--- config.mk ---
export PLATFORM = sky130hd
export DESIGN_NAME = bp_fe_cmd_handler_flat
export DESIGN_NICKNAME = d
export VERILOG_FILES = /design/src/rtl/bp_fe_cmd_handler_pkg.sv /design/src/rtl/bp_fe_cmd_handler_if.sv /design/src/rtl/bp_fe_cmd_decode.sv /design/src/rtl/bp_fe_cmd_handler.sv /design/src/flat_wrapper.sv
export SDC_FILE = /design/constraint.sdc
export NUM_CORES = 1
export LEC_CHECK = 0
export BUFFER_PORTS_ARGS = -buffer_cell sky130_fd_sc_hd__buf_2
export CORE_MARGIN = 2
export CORE_UTILIZATION = 26
export DETAILED_ROUTE_END_ITERATION = 8
export HOLD_SLACK_MARGIN = 0.12
export PLACE_DENSITY = 0.55
export SYNTH_ARGS = -nofsm -noshare
export SYNTH_HDL_FRONTEND = slang
export SYNTH_SLANG_ARGS = --single-unit
--- constraint.sdc ---
create_clock -name clk_i -period 2 [get_ports clk_i]
set_input_delay 0.2 -clock clk_i [delete_from_list [all_inputs] [get_ports clk_i]]
set_output_delay 0.2 -clock clk_i [all_outputs]
set_load 0.01 [all_outputs]
--- src/rtl/bp_fe_cmd_handler_pkg.sv ---
// bp_fe_cmd_handler_pkg: processor config, fe_cmd packet layout, decode effect vector and FSM states
package bp_fe_cmd_handler_pkg;

    typedef enum logic [0:0] {e_bp_default_cfg = 1'b0} bp_params_e;

    typedef struct packed {
        int vaddr_width;
        int paddr_width;
        int asid_width;
        int branch_metadata_fwd_width;
    } bp_proc_param_s;

    function automatic bp_proc_param_s bp_proc_param(bp_params_e cfg);
        return (cfg == e_bp_default_cfg) ? bp_proc_param_s'{39, 56, 1, 32} : bp_proc_param_s'('0);
    endfunction

    // Packet structs below are laid out for the default configuration.
    localparam bp_proc_param_s default_param_gp = bp_proc_param(e_bp_default_cfg);
    localparam int vaddr_width_gp = default_param_gp.vaddr_width;
    localparam int ptag_width_gp = default_param_gp.paddr_width - 12;
    localparam int branch_metadata_fwd_width_gp = default_param_gp.branch_metadata_fwd_width;

    typedef enum logic [2:0] {
        e_op_state_reset, e_op_pc_redirection, e_op_attaboy, e_op_icache_fill,
        e_op_icache_fence, e_op_itlb_fill, e_op_itlb_fence, e_op_wait
    } bp_fe_command_queue_opcodes_e;

    typedef enum logic [2:0] {
        e_subop_eret, e_subop_interrupt, e_subop_branch_mispredict,
        e_subop_trap, e_subop_translation_switch, e_subop_resume
    } bp_fe_command_queue_subopcodes_e;

    typedef enum logic [1:0] {
        e_not_a_branch, e_incorrect_pred_taken, e_incorrect_pred_ntaken
    } bp_fe_misprediction_reason_e;

    typedef struct packed {
        logic [ptag_width_gp-1:0] ptag;
        logic g;
        logic u;
        logic x;
        logic w;
        logic r;
    } bp_pte_leaf_s;

    localparam int pte_leaf_width_gp = $bits(bp_pte_leaf_s);

    typedef struct packed {
        bp_fe_command_queue_opcodes_e opcode;
        logic [vaddr_width_gp-1:0] npc;
        bp_fe_command_queue_subopcodes_e subopcode;
        bp_fe_misprediction_reason_e misprediction_reason;
        logic [branch_metadata_fwd_width_gp-1:0] branch_metadata_fwd;
        logic attaboy_taken;
        logic [1:0] priv;
        logic translation_en;
        bp_pte_leaf_s pte_leaf;
    } bp_fe_cmd_s;

    localparam int fe_cmd_width_gp = $bits(bp_fe_cmd_s);

    typedef struct packed {
        logic state_reset;
        logic redirect;
        logic br;
        logic br_taken;
        logic br_ntaken;
        logic br_nonbr;
        logic load_priv;
        logic load_tran;
        logic attaboy;
        logic itlb_w;
        logic itlb_fence;
        logic icache_fence;
        logic wait_cmd;
    } bp_fe_cmd_effect_s;

    typedef enum logic [1:0] {e_reset, e_run, e_fence, e_wait} bp_fe_cmd_state_e;

endpackage

--- src/rtl/bp_fe_cmd_handler_if.sv ---
// bp_fe_cmd_handler_if: BE->FE command queue handshake (packet, valid, yumi)
interface bp_fe_cmd_handler_if;
    import bp_fe_cmd_handler_pkg::*;
    bp_fe_cmd_s fe_cmd;
    logic fe_cmd_v;
    logic fe_cmd_yumi;
    modport master (output fe_cmd, fe_cmd_v, input fe_cmd_yumi);
    modport slave (input fe_cmd, fe_cmd_v, output fe_cmd_yumi);
endinterface

--- src/rtl/bp_fe_cmd_decode.sv ---
// bp_fe_cmd_decode: combinational opcode/subopcode/reason -> front-end effect vector
// opcode_i, subopcode_i, reason_i: command fields; effect_o: side effects the command requests
module bp_fe_cmd_decode
    import bp_fe_cmd_handler_pkg::*;
(
    input  bp_fe_command_queue_opcodes_e    opcode_i,
    input  bp_fe_command_queue_subopcodes_e subopcode_i,
    input  bp_fe_misprediction_reason_e     reason_i,
    output bp_fe_cmd_effect_s               effect_o
);
    logic mispredict, priv_switch;

    always_comb begin
        mispredict = subopcode_i == e_subop_branch_mispredict;
        priv_switch = subopcode_i inside {e_subop_resume, e_subop_eret, e_subop_trap, e_subop_interrupt};
        effect_o = '0;
        case (opcode_i)
            e_op_state_reset: begin
                effect_o.state_reset = 1'b1;
                effect_o.redirect = 1'b1;
                effect_o.load_priv = 1'b1;
                effect_o.load_tran = 1'b1;
            end
            e_op_pc_redirection: begin
                effect_o.redirect = 1'b1;
                effect_o.load_priv = priv_switch;
                effect_o.load_tran = priv_switch || subopcode_i == e_subop_translation_switch;
                effect_o.br = mispredict;
                effect_o.br_taken = mispredict && reason_i == e_incorrect_pred_taken;
                effect_o.br_ntaken = mispredict && reason_i == e_incorrect_pred_ntaken;
                effect_o.br_nonbr = mispredict && reason_i == e_not_a_branch;
            end
            e_op_attaboy: effect_o.attaboy = 1'b1;
            e_op_icache_fill: effect_o.redirect = 1'b1;
            e_op_icache_fence: effect_o.icache_fence = 1'b1;
            e_op_itlb_fill: begin
                effect_o.itlb_w = 1'b1;
                effect_o.redirect = 1'b1;
            end
            e_op_itlb_fence: begin
                effect_o.itlb_fence = 1'b1;
                effect_o.redirect = 1'b1;
            end
            e_op_wait: effect_o.wait_cmd = 1'b1;
        endcase
    end
endmodule

--- src/rtl/bp_fe_cmd_handler.sv ---
// bp_fe_cmd_handler: dequeues BE->FE commands and issues registered one-cycle FE side-effect pulses
// clk_i/reset_i: clock, sync active-high reset; fe_cmd_if: command queue (slave side)
// icache_fence_done_i: I$ fence complete; redirect_*/attaboy_*: PC-gen and predictor pulses
// priv_o/translation_en_o: persistent state; itlb_*/icache_fence_v_o: TLB/cache pulses
// fetch_stall_o: fetch must not issue this cycle
module bp_fe_cmd_handler
    import bp_fe_cmd_handler_pkg::*;
#(
    parameter bp_params_e bp_params_p = e_bp_default_cfg,
    localparam bp_proc_param_s proc_param_lp = bp_proc_param(bp_params_p),
    localparam int vaddr_width_p = proc_param_lp.vaddr_width,
    localparam int branch_metadata_fwd_width_p = proc_param_lp.branch_metadata_fwd_width
) (
    input  logic                                   clk_i,
    input  logic                                   reset_i,
    bp_fe_cmd_handler_if.slave                     fe_cmd_if,
    input  logic                                   icache_fence_done_i,
    output logic                                   redirect_v_o,
    output logic [vaddr_width_p-1:0]               redirect_pc_o,
    output logic                                   redirect_br_v_o,
    output logic                                   redirect_br_taken_o,
    output logic                                   redirect_br_ntaken_o,
    output logic                                   redirect_br_nonbr_o,
    output logic [branch_metadata_fwd_width_p-1:0] redirect_br_metadata_fwd_o,
    output logic                                   attaboy_v_o,
    output logic                                   attaboy_taken_o,
    output logic [branch_metadata_fwd_width_p-1:0] attaboy_br_metadata_fwd_o,
    output logic [1:0]                             priv_o,
    output logic                                   translation_en_o,
    output logic                                   itlb_w_v_o,
    output logic [vaddr_width_p-1:0]               itlb_w_vaddr_o,
    output logic [pte_leaf_width_gp-1:0]           itlb_w_pte_o,
    output logic                                   itlb_fence_v_o,
    output logic                                   icache_fence_v_o,
    output logic                                   fetch_stall_o
);
    typedef struct packed {
        logic                                   redirect_v;
        logic [vaddr_width_p-1:0]               redirect_pc;
        logic                                   br_v;
        logic                                   br_taken;
        logic                                   br_ntaken;
        logic                                   br_nonbr;
        logic [branch_metadata_fwd_width_p-1:0] br_md;
        logic                                   attaboy_v;
        logic                                   attaboy_taken;
        logic [branch_metadata_fwd_width_p-1:0] attaboy_md;
        logic                                   itlb_w_v;
        logic [vaddr_width_p-1:0]               itlb_w_vaddr;
        logic [pte_leaf_width_gp-1:0]           itlb_w_pte;
        logic                                   itlb_fence_v;
        logic                                   icache_fence_v;
    } pulse_s;

    bp_fe_cmd_state_e state_q, state_d;
    pulse_s pulse_q, pulse_d;
    logic [1:0] priv_q, priv_d;
    logic tran_q, tran_d;
    logic [vaddr_width_p-1:0] fence_npc_q, fence_npc_d;
    bp_fe_cmd_s cmd;
    bp_fe_cmd_effect_s eff;
    logic act, fence_done, redirect;

    assign cmd = fe_cmd_if.fe_cmd;

    bp_fe_cmd_decode decode (
        .opcode_i    (cmd.opcode),
        .subopcode_i (cmd.subopcode),
        .reason_i    (cmd.misprediction_reason),
        .effect_o    (eff)
    );

    // Everything is dequeued outside e_fence; in e_reset only state_reset acts, the rest is dropped.
    assign fe_cmd_if.fe_cmd_yumi = fe_cmd_if.fe_cmd_v && state_q != e_fence;

    always_comb begin
        act = fe_cmd_if.fe_cmd_v && (state_q == e_run || state_q == e_wait || (state_q == e_reset && eff.state_reset));
        fence_done = state_q == e_fence && icache_fence_done_i;
        redirect = act && eff.redirect;
        state_d = fence_done ? e_run : !act ? state_q : eff.icache_fence ? e_fence : eff.wait_cmd ? e_wait : e_run;
        priv_d = act && eff.load_priv ? cmd.priv : priv_q;
        tran_d = act && eff.load_tran ? cmd.translation_en : tran_q;
        fence_npc_d = act && eff.icache_fence ? cmd.npc : fence_npc_q;
        pulse_d = '0;
        pulse_d.redirect_v = redirect || fence_done;
        pulse_d.redirect_pc = fence_done ? fence_npc_q : redirect ? cmd.npc : '0;
        pulse_d.br_v = act && eff.br;
        pulse_d.br_taken = act && eff.br_taken;
        pulse_d.br_ntaken = act && eff.br_ntaken;
        pulse_d.br_nonbr = act && eff.br_nonbr;
        pulse_d.br_md = pulse_d.br_v ? cmd.branch_metadata_fwd : '0;
        pulse_d.attaboy_v = act && eff.attaboy;
        pulse_d.attaboy_taken = pulse_d.attaboy_v && cmd.attaboy_taken;
        pulse_d.attaboy_md = pulse_d.attaboy_v ? cmd.branch_metadata_fwd : '0;
        pulse_d.itlb_w_v = act && eff.itlb_w;
        pulse_d.itlb_w_vaddr = pulse_d.itlb_w_v ? cmd.npc : '0;
        pulse_d.itlb_w_pte = pulse_d.itlb_w_v ? cmd.pte_leaf : '0;
        pulse_d.itlb_fence_v = act && eff.itlb_fence;
        pulse_d.icache_fence_v = act && eff.icache_fence;
    end

    always_ff @(posedge clk_i) begin
        if (reset_i) begin
            state_q <= e_reset;
            pulse_q <= '0;
            priv_q <= 2'b11;
            tran_q <= 1'b0;
            fence_npc_q <= '0;
        end else begin
            state_q <= state_d;
            pulse_q <= pulse_d;
            priv_q <= priv_d;
            tran_q <= tran_d;
            fence_npc_q <= fence_npc_d;
        end
    end

    assign redirect_v_o = pulse_q.redirect_v;
    assign redirect_pc_o = pulse_q.redirect_pc;
    assign redirect_br_v_o = pulse_q.br_v;
    assign redirect_br_taken_o = pulse_q.br_taken;
    assign redirect_br_ntaken_o = pulse_q.br_ntaken;
    assign redirect_br_nonbr_o = pulse_q.br_nonbr;
    assign redirect_br_metadata_fwd_o = pulse_q.br_md;
    assign attaboy_v_o = pulse_q.attaboy_v;
    assign attaboy_taken_o = pulse_q.attaboy_taken;
    assign attaboy_br_metadata_fwd_o = pulse_q.attaboy_md;
    assign priv_o = priv_q;
    assign translation_en_o = tran_q;
    assign itlb_w_v_o = pulse_q.itlb_w_v;
    assign itlb_w_vaddr_o = pulse_q.itlb_w_vaddr;
    assign itlb_w_pte_o = pulse_q.itlb_w_pte;
    assign itlb_fence_v_o = pulse_q.itlb_fence_v;
    assign icache_fence_v_o = pulse_q.icache_fence_v;
    assign fetch_stall_o = state_q != e_run || pulse_q.redirect_v || pulse_q.itlb_fence_v || pulse_q.icache_fence_v;
endmodule

--- src/flat_wrapper.sv ---
// flat-port wrapper written by rule: the top's interface ports become plain ports
module bp_fe_cmd_handler_flat import bp_fe_cmd_handler_pkg::*;
#(
    parameter bp_params_e bp_params_p = e_bp_default_cfg,
    localparam bp_proc_param_s proc_param_lp = bp_proc_param(bp_params_p),
    localparam int vaddr_width_p = proc_param_lp.vaddr_width,
    localparam int branch_metadata_fwd_width_p = proc_param_lp.branch_metadata_fwd_width
)
  (clk_i, reset_i, icache_fence_done_i, redirect_v_o, redirect_pc_o, redirect_br_v_o, redirect_br_taken_o, redirect_br_ntaken_o, redirect_br_nonbr_o, redirect_br_metadata_fwd_o, attaboy_v_o, attaboy_taken_o, attaboy_br_metadata_fwd_o, priv_o, translation_en_o, itlb_w_v_o, itlb_w_vaddr_o, itlb_w_pte_o, itlb_fence_v_o, icache_fence_v_o, fetch_stall_o, fe_cmd_if_fe_cmd, fe_cmd_if_fe_cmd_v, fe_cmd_if_fe_cmd_yumi);
  bp_fe_cmd_handler_if fe_cmd_if_i ();
  input  logic clk_i;
  input  logic reset_i;
  input  logic icache_fence_done_i;
  output logic redirect_v_o;
  output logic [vaddr_width_p-1:0] redirect_pc_o;
  output logic redirect_br_v_o;
  output logic redirect_br_taken_o;
  output logic redirect_br_ntaken_o;
  output logic redirect_br_nonbr_o;
  output logic [branch_metadata_fwd_width_p-1:0] redirect_br_metadata_fwd_o;
  output logic attaboy_v_o;
  output logic attaboy_taken_o;
  output logic [branch_metadata_fwd_width_p-1:0] attaboy_br_metadata_fwd_o;
  output logic [1:0] priv_o;
  output logic translation_en_o;
  output logic itlb_w_v_o;
  output logic [vaddr_width_p-1:0] itlb_w_vaddr_o;
  output logic [pte_leaf_width_gp-1:0] itlb_w_pte_o;
  output logic itlb_fence_v_o;
  output logic icache_fence_v_o;
  output logic fetch_stall_o;
  input wire logic [$bits(fe_cmd_if_i.fe_cmd)-1:0] fe_cmd_if_fe_cmd;
  input wire logic [$bits(fe_cmd_if_i.fe_cmd_v)-1:0] fe_cmd_if_fe_cmd_v;
  output wire logic [$bits(fe_cmd_if_i.fe_cmd_yumi)-1:0] fe_cmd_if_fe_cmd_yumi;
  assign fe_cmd_if_i.fe_cmd = fe_cmd_if_fe_cmd;
  assign fe_cmd_if_i.fe_cmd_v = fe_cmd_if_fe_cmd_v;
  assign fe_cmd_if_fe_cmd_yumi = fe_cmd_if_i.fe_cmd_yumi;
  bp_fe_cmd_handler #(.bp_params_p(bp_params_p)) u_core (.clk_i(clk_i), .reset_i(reset_i), .fe_cmd_if(fe_cmd_if_i), .icache_fence_done_i(icache_fence_done_i), .redirect_v_o(redirect_v_o), .redirect_pc_o(redirect_pc_o), .redirect_br_v_o(redirect_br_v_o), .redirect_br_taken_o(redirect_br_taken_o), .redirect_br_ntaken_o(redirect_br_ntaken_o), .redirect_br_nonbr_o(redirect_br_nonbr_o), .redirect_br_metadata_fwd_o(redirect_br_metadata_fwd_o), .attaboy_v_o(attaboy_v_o), .attaboy_taken_o(attaboy_taken_o), .attaboy_br_metadata_fwd_o(attaboy_br_metadata_fwd_o), .priv_o(priv_o), .translation_en_o(translation_en_o), .itlb_w_v_o(itlb_w_v_o), .itlb_w_vaddr_o(itlb_w_vaddr_o), .itlb_w_pte_o(itlb_w_pte_o), .itlb_fence_v_o(itlb_fence_v_o), .icache_fence_v_o(icache_fence_v_o), .fetch_stall_o(fetch_stall_o));
endmodule
Word-level counts from Yosys, hierarchy flattened
Cells that the tools add are included.
- magnitude comparators: 0
- eq/ne operators: 19
- divide/modulo/power cells: 0
- shift operators: 0
- reductions and logical operators: 37
- bitwise logic cells: 3
- $add $sub $neg: 0
- $mul: 0
- multiplexer cells: 15
- operators with widths (kind ; number):
    39-bit 2-to-1 mux ; 2
    1-bit logical AND ; 19
    3-bit equality test, second input constant ; 6
    3-bit by 2-bit equality test with 1-bit output, second input constant ; 4
    1-bit 2-to-1 mux ; 9
    2-bit OR reduction ; 4
    1-bit logical OR ; 7
    2-bit equality test, second input constant ; 3
    3-bit by 1-bit equality test with 1-bit output, second input constant ; 2
    3-bit zero test ; 2
    5-bit OR reduction ; 1
    2-bit by 1-bit equality test with 1-bit output, second input constant ; 2
    2-bit zero test ; 2
    2-bit 2-to-1 mux ; 2
    4-bit 2-to-1 mux ; 1
    2-bit one-hot mux with 2 select lines ; 1
    4-bit nonzero test ; 1
    1-bit NOT ; 3
    2-bit by 1-bit inequality test with 1-bit output, second input constant ; 1
    2-bit inequality test, second input constant ; 1
    2-bit nonzero test ; 1
- memories: 0
- memory bits (writable): 0
- flip-flop bits (word level): 245
- bits of input ports: 136
- memory bits (read-only): 0
- bits in latches: 0

Longest topological paths before layout
Gate-level depths: netlist (run 1).
- depth after elaboration: 8
- depth in mapped cells: 7
- depth with buffers taken out: 4

Hierarchy
A second synthesis (run 1) with hierarchy kept.
- cells, all modules: 674
- area total of the unflattened synthesis: 7614.8 um^2
- modules (own cells, without submodules) (module ; area an instance (um^2) ; times used ; cells each):
    bp_fe_cmd_handler ; 7450.9 ; 1 ; 652
    bp_fe_cmd_decode ; 163.9 ; 1 ; 22

Worst setup path after synthesis (run 1)
No wires, ideal clock.
- path kind: reg-to-reg
- start point: register u_core.state_q[0]
- end point: register u_core.pulse_q, in the netlist u_core.itlb_w_pte_o[10]
- data required time: 1885 ps
- setup time: 115 ps
- path slack: 579 ps
- stages on the path, launching flop included: 8
- path buffers: 4
- arrival time: 1306 ps
- cells stage by stage: dfxtp_1 -> buf_2 -> nor2b_2 -> and4_1 -> buf_4 -> buf_6 -> buf_4 -> and2_1
- longest elaborated chain between the ends: 7
- elaborated cells between the ends (all ways): 10
- ends and longest elaborated chain (item ; RTL line ; text):
    start: declaration ; bp_fe_cmd_handler.sv:55 ; bp_fe_cmd_state_e state_q, state_d;
    start signal: assignment ; bp_fe_cmd_handler.sv:104 ; state_q <= e_reset;
    start signal: assignment ; bp_fe_cmd_handler.sv:110 ; state_q <= state_d;
    2-bit by 1-bit equality test with 1-bit output, or another cell as far along ; bp_fe_cmd_handler.sv:77 ; act = fe_cmd_if.fe_cmd_v && (state_q == e_run || state_q == e_wait || (state_q == e_reset && eff.state_reset)) ...
    1-bit logical OR / 1-bit logical AND (equally long branches) ; bp_fe_cmd_handler.sv:77 ;
    1-bit logical OR (*) ; bp_fe_cmd_handler.sv:77 ;
    1-bit logical AND (*) ; bp_fe_cmd_handler.sv:77 ;
    1-bit logical AND (*) ; bp_fe_cmd_handler.sv:95 ; pulse_d.itlb_w_v = act && eff.itlb_w;
    1-bit NOT (no source line) (*) ; - ;
    2-bit OR reduction (no source line) (*) ; - ;
    end signal: assignment ; bp_fe_cmd_handler.sv:111 ; pulse_q <= pulse_d;
    end: declaration ; bp_fe_cmd_handler.sv:56 ; pulse_s pulse_q, pulse_d;
Every way passes the cells marked *; elsewhere a longest branch is shown, timed or not.
A chain may end at the register's enable or synchronous reset.

Final worst setup path (run 1)
- start point: input port fe_cmd_if_fe_cmd[131]
- end point: register u_core.pulse_q, in the netlist u_core.redirect_br_ntaken_o
- longest elaborated chain between the ends: 6
- elaborated cells between the ends (all ways): 8
- ends and longest elaborated chain (item ; RTL line ; text):
    start: declaration ; flat_wrapper.sv:32 ; input wire logic [$bits(fe_cmd_if_i.fe_cmd)-1:0] fe_cmd_if_fe_cmd;
    3-bit zero test ; bp_fe_cmd_decode.sv:17 ; case (opcode_i)
    1-bit 2-to-1 mux ; bp_fe_cmd_decode.sv:17 ;
    1-bit logical AND ; bp_fe_cmd_handler.sv:77 ;
    1-bit logical OR ; bp_fe_cmd_handler.sv:77 ;
    1-bit logical AND ; bp_fe_cmd_handler.sv:77 ;
    1-bit logical AND (*) ; bp_fe_cmd_handler.sv:89 ; pulse_d.br_ntaken = act && eff.br_ntaken;
Marks and branches as above.

==> results of run 1 <==
==> layer usage <==
layer  global-route usage [%]  vias to the layer above  part of all wire [%]
met5                        0                        -                     0
li1                         -                     3164                     -
met4                     4.31                        0                   2.8
met2                     26.0                      301                    47
met3                     5.69                       46                    11
met1                     15.4                     2871                    40
==> path summary, 6_finish.rpt <==
path / from / endpoint
min: fe_cmd_if_fe_cmd[129] / u_core.state_q[0]
min reg2reg: u_core.fence_npc_q[6] / u_core.fence_npc_q[6]
max: fe_cmd_if_fe_cmd[131] / u_core.redirect_br_ntaken_o
max reg2reg: u_core.state_q[0] / u_core.redirect_br_ntaken_o
==> layout make-up <==
cell class | count | area [µm²]
Clock buffer | 37 | 796
Sequential cell | 245 | 4910
Tap cell | 378 | 473
Inverter | 5 | 18.8
Timing Repair Buffer | 490 | 3200
Multi-Input combinational cell | 392 | 2130
Fill cell | 2615 | 15900
Clock inverter | 11 | 163
==> flip-flops by register name (all words and copies together), names as in the netlist, 2 cells and up <==
register                           cells
u_core.itlb_w_pte_o                   49
u_core.fence_npc_q                    39
u_core.itlb_w_vaddr_o                 39
u_core.redirect_pc_o                  39
u_core.attaboy_br_metadata_fwd_o      32
u_core.redirect_br_metadata_fwd_o     32
u_core.priv_o                          2
u_core.state_q                         2
==> cell usage after synthesis, types with 3 or more instances <==
cell,count
buf_4,10
o21ai_0,4
nor2_1,69
a22o_1,39
buf_2,16
and2_1,88
nand3_1,3
clkbuf_1,17
nor3b_1,4
nand2_1,114
dfxtp_1,245
a21oi_1,39
inv_1,4
==> timing repair <==
| action | in CTS | in global routing |
|---|---|---|
| hold buffers | 134 | 0 |
| hold endpoints to repair | 241 | 0 |
| endpoints found under the setup margin | 0 | 2 |
| resized for setup | 0 | 1 |
==> critical path, stage by stage <==
cell	delay, ps
dlygate4sd3_1	550
buf_2	180
nand2b_1	190
nor3b_2	190
nand4b_2	230
nor4b_2	250
dlygate4sd3_1	570
==> kinds of logic after synthesis <==
kind of cell / Yosys count
compound gates: 91
xor+xnor: 2
buf+inv: 49
flops: 245
mux: 1
simple gates: 298
==> through the flow <==
step / utilization (%) / area, µm² / hold WS [ps]
floorplan: - / 7260 / 273
global placement: 34.0 / 9380 / 399
detailed placement: 34.0 / 9380 / 403
CTS: 42.3 / 11700 / 128
global route: 42.3 / 11700 / 152
finish: 42.3 / 11700 / 142
==> cells in the final DEF (no fill, tap or decap), types with 12 or more instances in the layout <==
cell type	count
nor2_1	68
and2_1	88
a21oi_1	39
buf_4	12
a22o_1	39
dlygate4sd3_1	134
dfxtp_1	244
nand2_1	114
clkbuf_16	29
buf_2	341
==> power by group <==
group / leakage [µW] / switching, µW / total (µW) / internal, µW
clock network: 0.000463 / 1960 / 5250 / 3280
registers: 0.00197 / 10.5 / 4910 / 4900
logic: 0.00304 / 224 / 549 / 325
==> impl_metrics.tcl, run 1 <==
set metrics [dict create \
    status "complete, no violations" \
    synth_top_family_by_area "simple AND/OR/NAND/NOR gates" \
    synth_largest_area_cell "dfxtp_1" \
    drc_errors 0 \
    maxSlewHeadroom_pct 67.8 \
    regToRegSetupSlack_ps 220 \
    hp-class "in -> reg" \
    powerDensity_nw_per_um2 917 \
    overflow 0 \
    core_um2 27600 \
    top_level_ports 342 \
    synth_edf_count 0 \
    startpoint_type "input pin" \
    r2r_cells 4 \
    worstMarginPinSlew_ps 483 \
    async_flop_share_pct 0 \
    cts_made_buffers 28 \
    pre_cts_slack_ps 381 \
    dpl.hpwl_mm 14.8 \
    path_clk_slew_ps 60 \
    drt-total-wl_mm 22.5 \
    grt_antenna_before_repair 0 \
    grt_pass1_wl_mm 33.2 \
    ys.flop_type "dfxtp_1" \
    root_buffer "clkbuf_16" \
    clockBufferDepth 3 \
    synth_seq_area_share_pct 67.6 \
    rsz0062_at_grt "no" \
    timing.fmax_mhz 533 \
    syn_nets 822 \
    hold_violations 0 \
    cts_tree "done" \
    die_width_um 171 \
    layout_min_cycle_time_ps 1880 \
    netlist.area_leader.share_pct 67.6 \
    rows 61 \
    postCtsSetupRepairBufs 0 \
    timing.final.max_slew_violations 0 \
    total_power_uw 10700 \
    antenna_cells 0 \
    crit_type "in -> reg" \
    grt_pass1_vias 6417 \
    start_util_pct 26.3 \
    cts.sinks 245 \
    netlist_area_um2 7260 \
    area_delta_synth_final_pct 60.9 \
    cts.htree.levels 1 \
    synthTopCellsByArea "dfxtp_1, and2_1, nand2_1" \
    ir_worst_vdd_mv 0.705 \
    path_max_fanout 8 \
    critical_path_required_ps 2480 \
    wl_per_cell_um 14.4 \
    yosys_warnings 0 \
    synthMuxAreaShare_pct 0.155 \
    skew_ps 13.3 \
    netlist_instances 686 \
    finalSetupViolCount 0 \
    vias_per_cell 4.10 \
    layout-drive-gt1-share_pct 35.2 \
    synth_area_per_cell_um2 10.6 \
    ys_ff_latch 245 \
    vias 6382 \
    grtUsageTotal_pct 14.4 \
    port_buffers 341 \
    nNetsFinal 1298 \
    die_h_um 171 \
    end_kind "flip-flop" \
    leakage_uw 0.00548 \
    dieArea_um2 29300 \
    layout_setup_ws_ps 124 \
    final_cells 1558 \
    yosys.area_share.adder_pct 0 \
    synth-compound-area-share_pct 8.60 \
    gp_congestion 0.747 \
    arrival_ps 2360 \
    post-route-period-util_pct 93.8 \
    max-cap-violations 0 \
    drt_iter0_markers 176 \
    yosys.area_share.simple_pct 20.0 \
    holdPathStages 4 \
    final_antenna_net_count 0 \
    drtPass1Iterations 4 \
    dp.cells 1376 \
    setup_tns_ps 0 \
    clk_latency_ps 530 \
    synth_xor_area_share_pct 0.241 \
    synth_cell_type_count 37 \
    grt_max_degree 90 \
]
Power figures use the tool's default switching activity.
==> run 2: changes to the inputs <==
PLACE_DENSITY = 0.49   (was 0.55)
==> run 2 against run 1 <==
Effect of this change:
- wire length shrank 2.4%
- total power decreased by 6.7%
- worst setup slack gained 72 ps
- clock power is 14% lower
- global-route usage fell by 0.13 points
- via count decreased by 1.3%
- critical path depth is the same
- combinational power about the same
- hold slack gained 34 ps
- clock-buffer cell count is 2 lower
- critical endpoint is now u_core.attaboy_taken_o
==> impl_metrics.tcl, run 2 (synthesis gave the netlist of run 1 again) <==
set metrics [dict create \
    leakage_uw 0.00539 \
    layout_min_cycle_time_ps 1800 \
    met3WireLength_mm 2.22 \
    core_um2 27600 \
    gp_congestion 0.746 \
    nNetsFinal 1294 \
    top_level_ports 342 \
    timing.fmax_mhz 554 \
    startpoint_type "input pin" \
    start_util_pct 26.3 \
    grt_pass1_vias 6468 \
    dpl.hpwl_mm 14.5 \
    place_area_um2 9370 \
    vias_per_cell 4.06 \
    crit_type "in -> reg" \
    dieArea_um2 29300 \
    grt_pass1_wl_mm 32.9 \
    cts_tree "done" \
    cts.sinks 245 \
    stdcell_area_um2 11500 \
    rsz0062_at_grt "no" \
    route.met2.wl_mm 10.2 \
    overflow 0 \
    grt_max_degree 90 \
    worstMarginPinSlew_ps 519 \
    holdWs_ps 176 \
    path_max_fanout 8 \
    cts.htree.levels 1 \
    final_cell_mix "buf_2, dfxtp_1, dlygate4sd3_1, nand2_1, and2_1" \
    end_kind "flip-flop" \
    drt_iter0_markers 189 \
    largest_reg_flops 49 \
    drt-total-wl_mm 22.0 \
    root_buffer "clkbuf_16" \
    setup_tns_ps 0 \
    clk_latency_ps 530 \
    grtUsageTotal_pct 14.3 \
    vias 6296 \
    arrival_ps 2270 \
    hold_violations 0 \
    wl_per_cell_um 14.2 \
    skew_ps 6.73 \
    total_power_uw 9990 \
    holdPathStages 4 \
    cts_made_buffers 27 \
    ir_worst_vdd_mv 0.622 \
    drc_errors 0 \
    die_h_um 171 \
    layout-drive-gt1-share_pct 34.6 \
    die_width_um 171 \
    max-cap-violations 0 \
    finalSetupViolCount 0 \
    fill_cells 2724 \
    rows 61 \
    m1WireLength_mm 8.97 \
    final_antenna_net_count 0 \
    mostFrequentLayoutCell "buf_2" \
    grt_antenna_before_repair 0 \
    antenna_cells 0 \
    area_delta_synth_final_pct 58.3 \
    r2r_cells 4 \
    highest_layer "met4" \
    clockBufferDepth 3 \
    path_clk_slew_ps 60 \
    port_buffers 341 \
    post-route-period-util_pct 90.2 \
    timing.final.max_slew_violations 0 \
    drtPass1Iterations 4 \
    maxSlewHeadroom_pct 65.4 \
    status "complete, no violations" \
    critical_path_required_ps 2470 \
    hp-class "in -> reg" \
    powerDensity_nw_per_um2 870 \
]
## run 2: critical path, cell delays in order
cell,delay (ps)
dlygate4sd3_1,540
buf_2,180
nand2b_1,180
nor2_1,150
nand3_1,140
nor3b_1,280
dlygate4sd3_1,600
## run 2: timing repair
item | in CTS | in global routing
gates resized for setup | 0 | 0
endpoints found under the hold margin | 241 | 0
hold buffers | 133 | 0
endpoints found under the setup margin | 0 | 0
setup buffers | 0 | 0
## run 2: worst paths after layout
kind	end	from	slack, ps
hold reg to reg	u_core.fence_npc_q[38]	u_core.fence_npc_q[38]	450
hold / removal	u_core.state_q[0]	fe_cmd_if_fe_cmd[129]	180
setup / recovery	u_core.attaboy_taken_o	fe_cmd_if_fe_cmd[131]	200
setup reg to reg	u_core.itlb_w_vaddr_o[30]	u_core.state_q[0]	320
## run 2: metal layers
layer,up-vias,global-route usage [%]
met2,274,25.9
met1,2838,15.5
met4,0,3.98
li1,3155,-
met3,29,5.20
met5,-,0
## run 2: report_power, final
part           leakage (µW)  total (µW)  switching (µW)  internal [µW]
Combinational       0.00302         547             224            323
Sequential          0.00197        4910            9.93           4900
Clock              0.000396        4530            1880           2650
## run 2: cell type report
cell class              count  area [µm²]  area share, %
clock buffers              35         726           6.32
repair buffers            487        3170           27.6
multi-input cells         392        2130           18.5
flip-flops and latches    245        4900           42.7
well taps                 378         473           4.12
clock inverters             8        68.8          0.599
inverters                   5        18.8          0.163
## run 2: through the flow
stage          cells  util [%]  setup slack [ps]
6_report        1550      41.6               196
5_1_grt         1550      41.6               106
4_1_cts         1550      41.6               167
3_5_place_dp    1374      33.9               380
3_3_place_gp    1374      33.9               439
2_1_floorplan    686         -               579
==> run 3: changes to the inputs <==
CTS_BUF_LIST = sky130_fd_sc_hd__clkbuf_16   (was unset)
CTS_CLUSTER_SIZE = 40   (was unset)
HOLD_SLACK_MARGIN = 0.03   (was 0.12)
==> run 3 against run 2 <==
Effect of this change:
- final area is 0.59% lower
- global-route usage about the same
- wire length increased by 0.46%
- worst setup slack better by 74 ps
- clock-buffer cell count down 8
- clock skew down 1.2 ps
- die area did not move
- critical path type is now reg -> out
- critical endpoint is now fetch_stall_o
==> impl_metrics.tcl, run 3 (synthesis gave the netlist of run 1 again) <==
set metrics [dict create \
    grt_max_degree 90 \
    fill_cells 2730 \
    root_buffer "clkbuf_16" \
    grt_pass1_wl_mm 32.9 \
    powerDensity_nw_per_um2 869 \
    place_area_um2 9370 \
    holdWs_ps 62.7 \
    rsz0062_at_grt "no" \
    gp_congestion 0.746 \
    layout-drive-gt1-share_pct 34.5 \
    crit_chain "nor4_1 > nand2_1 > buf_2" \
    route.met2.wl_mm 10.2 \
    highest_layer "met4" \
    cts_tree "done" \
    drt_iter0_markers 210 \
    rows 61 \
    nNetsFinal 1287 \
    grt_pass1_vias 6452 \
    vias 6288 \
    seqPwrFrac_pct 49.5 \
    port_buffers 341 \
    maxSlewHeadroom_pct 64.8 \
    worstMarginPinSlew_ps 528 \
    drt-total-wl_mm 22.1 \
    clockBufferDepth 3 \
    mostFrequentLayoutCell "buf_2" \
    pre_cts_slack_ps 380 \
    end_kind "output port" \
    leakage_uw 0.00539 \
    dpl.hpwl_mm 14.5 \
    cts_resized 0 \
    grtUsageTotal_pct 14.3 \
    die_h_um 171 \
    final_antenna_net_count 0 \
    cts_hold_buffers 126 \
    vias_per_cell 4.06 \
    startpoint_type "flip-flop" \
    wl_per_cell_um 14.2 \
    p_sw_uw 2150 \
    grt_antenna_before_repair 0 \
    hold_violations 0 \
    slowest_stage "dfxtp_1" \
    stdcell_area_um2 11400 \
    layout_setup_ws_ps 271 \
    overflow 0 \
    timing.final.max_slew_violations 0 \
    dp.cells 1374 \
    start_util_pct 26.3 \
    status "complete, no violations" \
    crit_type "reg -> out" \
    core_um2 27600 \
    power_frac_clock_pct 45.1 \
    met3WireLength_mm 2.34 \
    final_cell_mix "buf_2, dfxtp_1, dlygate4sd3_1, nand2_1, and2_1" \
    cts.sinks 245 \
    postCtsSetupRepairBufs 0 \
    timing.fmax_mhz 578 \
    p_int_uw 7780 \
    max_stage_delay_ps 370 \
    die_width_um 171 \
    combPwrFrac_pct 5.4 \
    area_delta_synth_final_pct 57.3 \
    regArea_um2 4900 \
    arrival_ps 1530 \
    finalSetupViolCount 0 \
    skew_ps 5.55 \
    path_max_fanout 6 \
    path_clk_slew_ps 60 \
    final_cells 1548 \
    post-route-period-util_pct 86.5 \
    ir_worst_vdd_mv 0.639 \
    m1WireLength_mm 8.90 \
    top_level_ports 342 \
    sw_frac_of_total_pct 21.6 \
    cts_made_buffers 27 \
    max-cap-violations 0 \
    hp-class "in -> reg" \
    clk_latency_ps 530 \
    largest_reg_flops 49 \
    multiInputGateArea_um2 2130 \
    drtPass1Iterations 4 \
    drc_errors 0 \
    cts.htree.levels 1 \
    critical_path_required_ps 1800 \
    antenna_cells 0 \
    setup_tns_ps 0 \
    dieArea_um2 29300 \
    layout_min_cycle_time_ps 1730 \
]
==> run 3: power by group through the flow <==
stage / clock network [µW] / logic, µW / registers [µW]
global placement: 0 / 345 / 5020
CTS: 4660 / 539 / 4910
finish: 4470 / 538 / 4910
floorplan: 0 / 119 / 5030
global route: 4840 / 584 / 4910
detailed placement: 0 / 344 / 5020
==> run 3: through the flow <==
stage,utilization [%],power [µW]
after floorplan,-,5140
after global placement,33.9,5360
after detailed placement,33.9,5360
after CTS,41.3,10100
after global routing,41.3,10300
final,41.3,9920
==> run 3: worst paths after layout <==
path / from / to / slack [ps] / cells after the start
setup / recovery: u_core.state_q[1] / fetch_stall_o / 270 / 3
hold / removal: reset_i / u_core.icache_fence_v_o / 60 / 3
hold reg to reg: u_core.fence_npc_q[18] / u_core.fence_npc_q[18] / 450 / 2
setup reg to reg: u_core.state_q[0] / u_core.itlb_w_vaddr_o[30] / 330 / 4
==> run 3: layout make-up <==
class / instances / area share (%)
Inverter: 5 / 0.164
Multi-Input combinational cell: 392 / 18.6
Tap cell: 378 / 4.14
Sequential cell: 245 / 42.9
Timing Repair Buffer: 480 / 27.2
Clock inverter: 21 / 1.06
Clock buffer: 27 / 5.91
==> run 3: per-layer routing <==
| layer | track usage [%] | vias up |
|---|---|---|
| li1 | - | 3145 |
| met1 | 15.4 | 2836 |
| met2 | 26.0 | 277 |
| met3 | 5.44 | 30 |
| met4 | 3.98 | 0 |
| met5 | 0 | - |
==> run 3: critical path: cells and delay by family, from the launching register on <==
family | cells | cell delay (ps)
simple gates | 2 | 450
buf+inv | 1 | 180
flops | 1 | 370
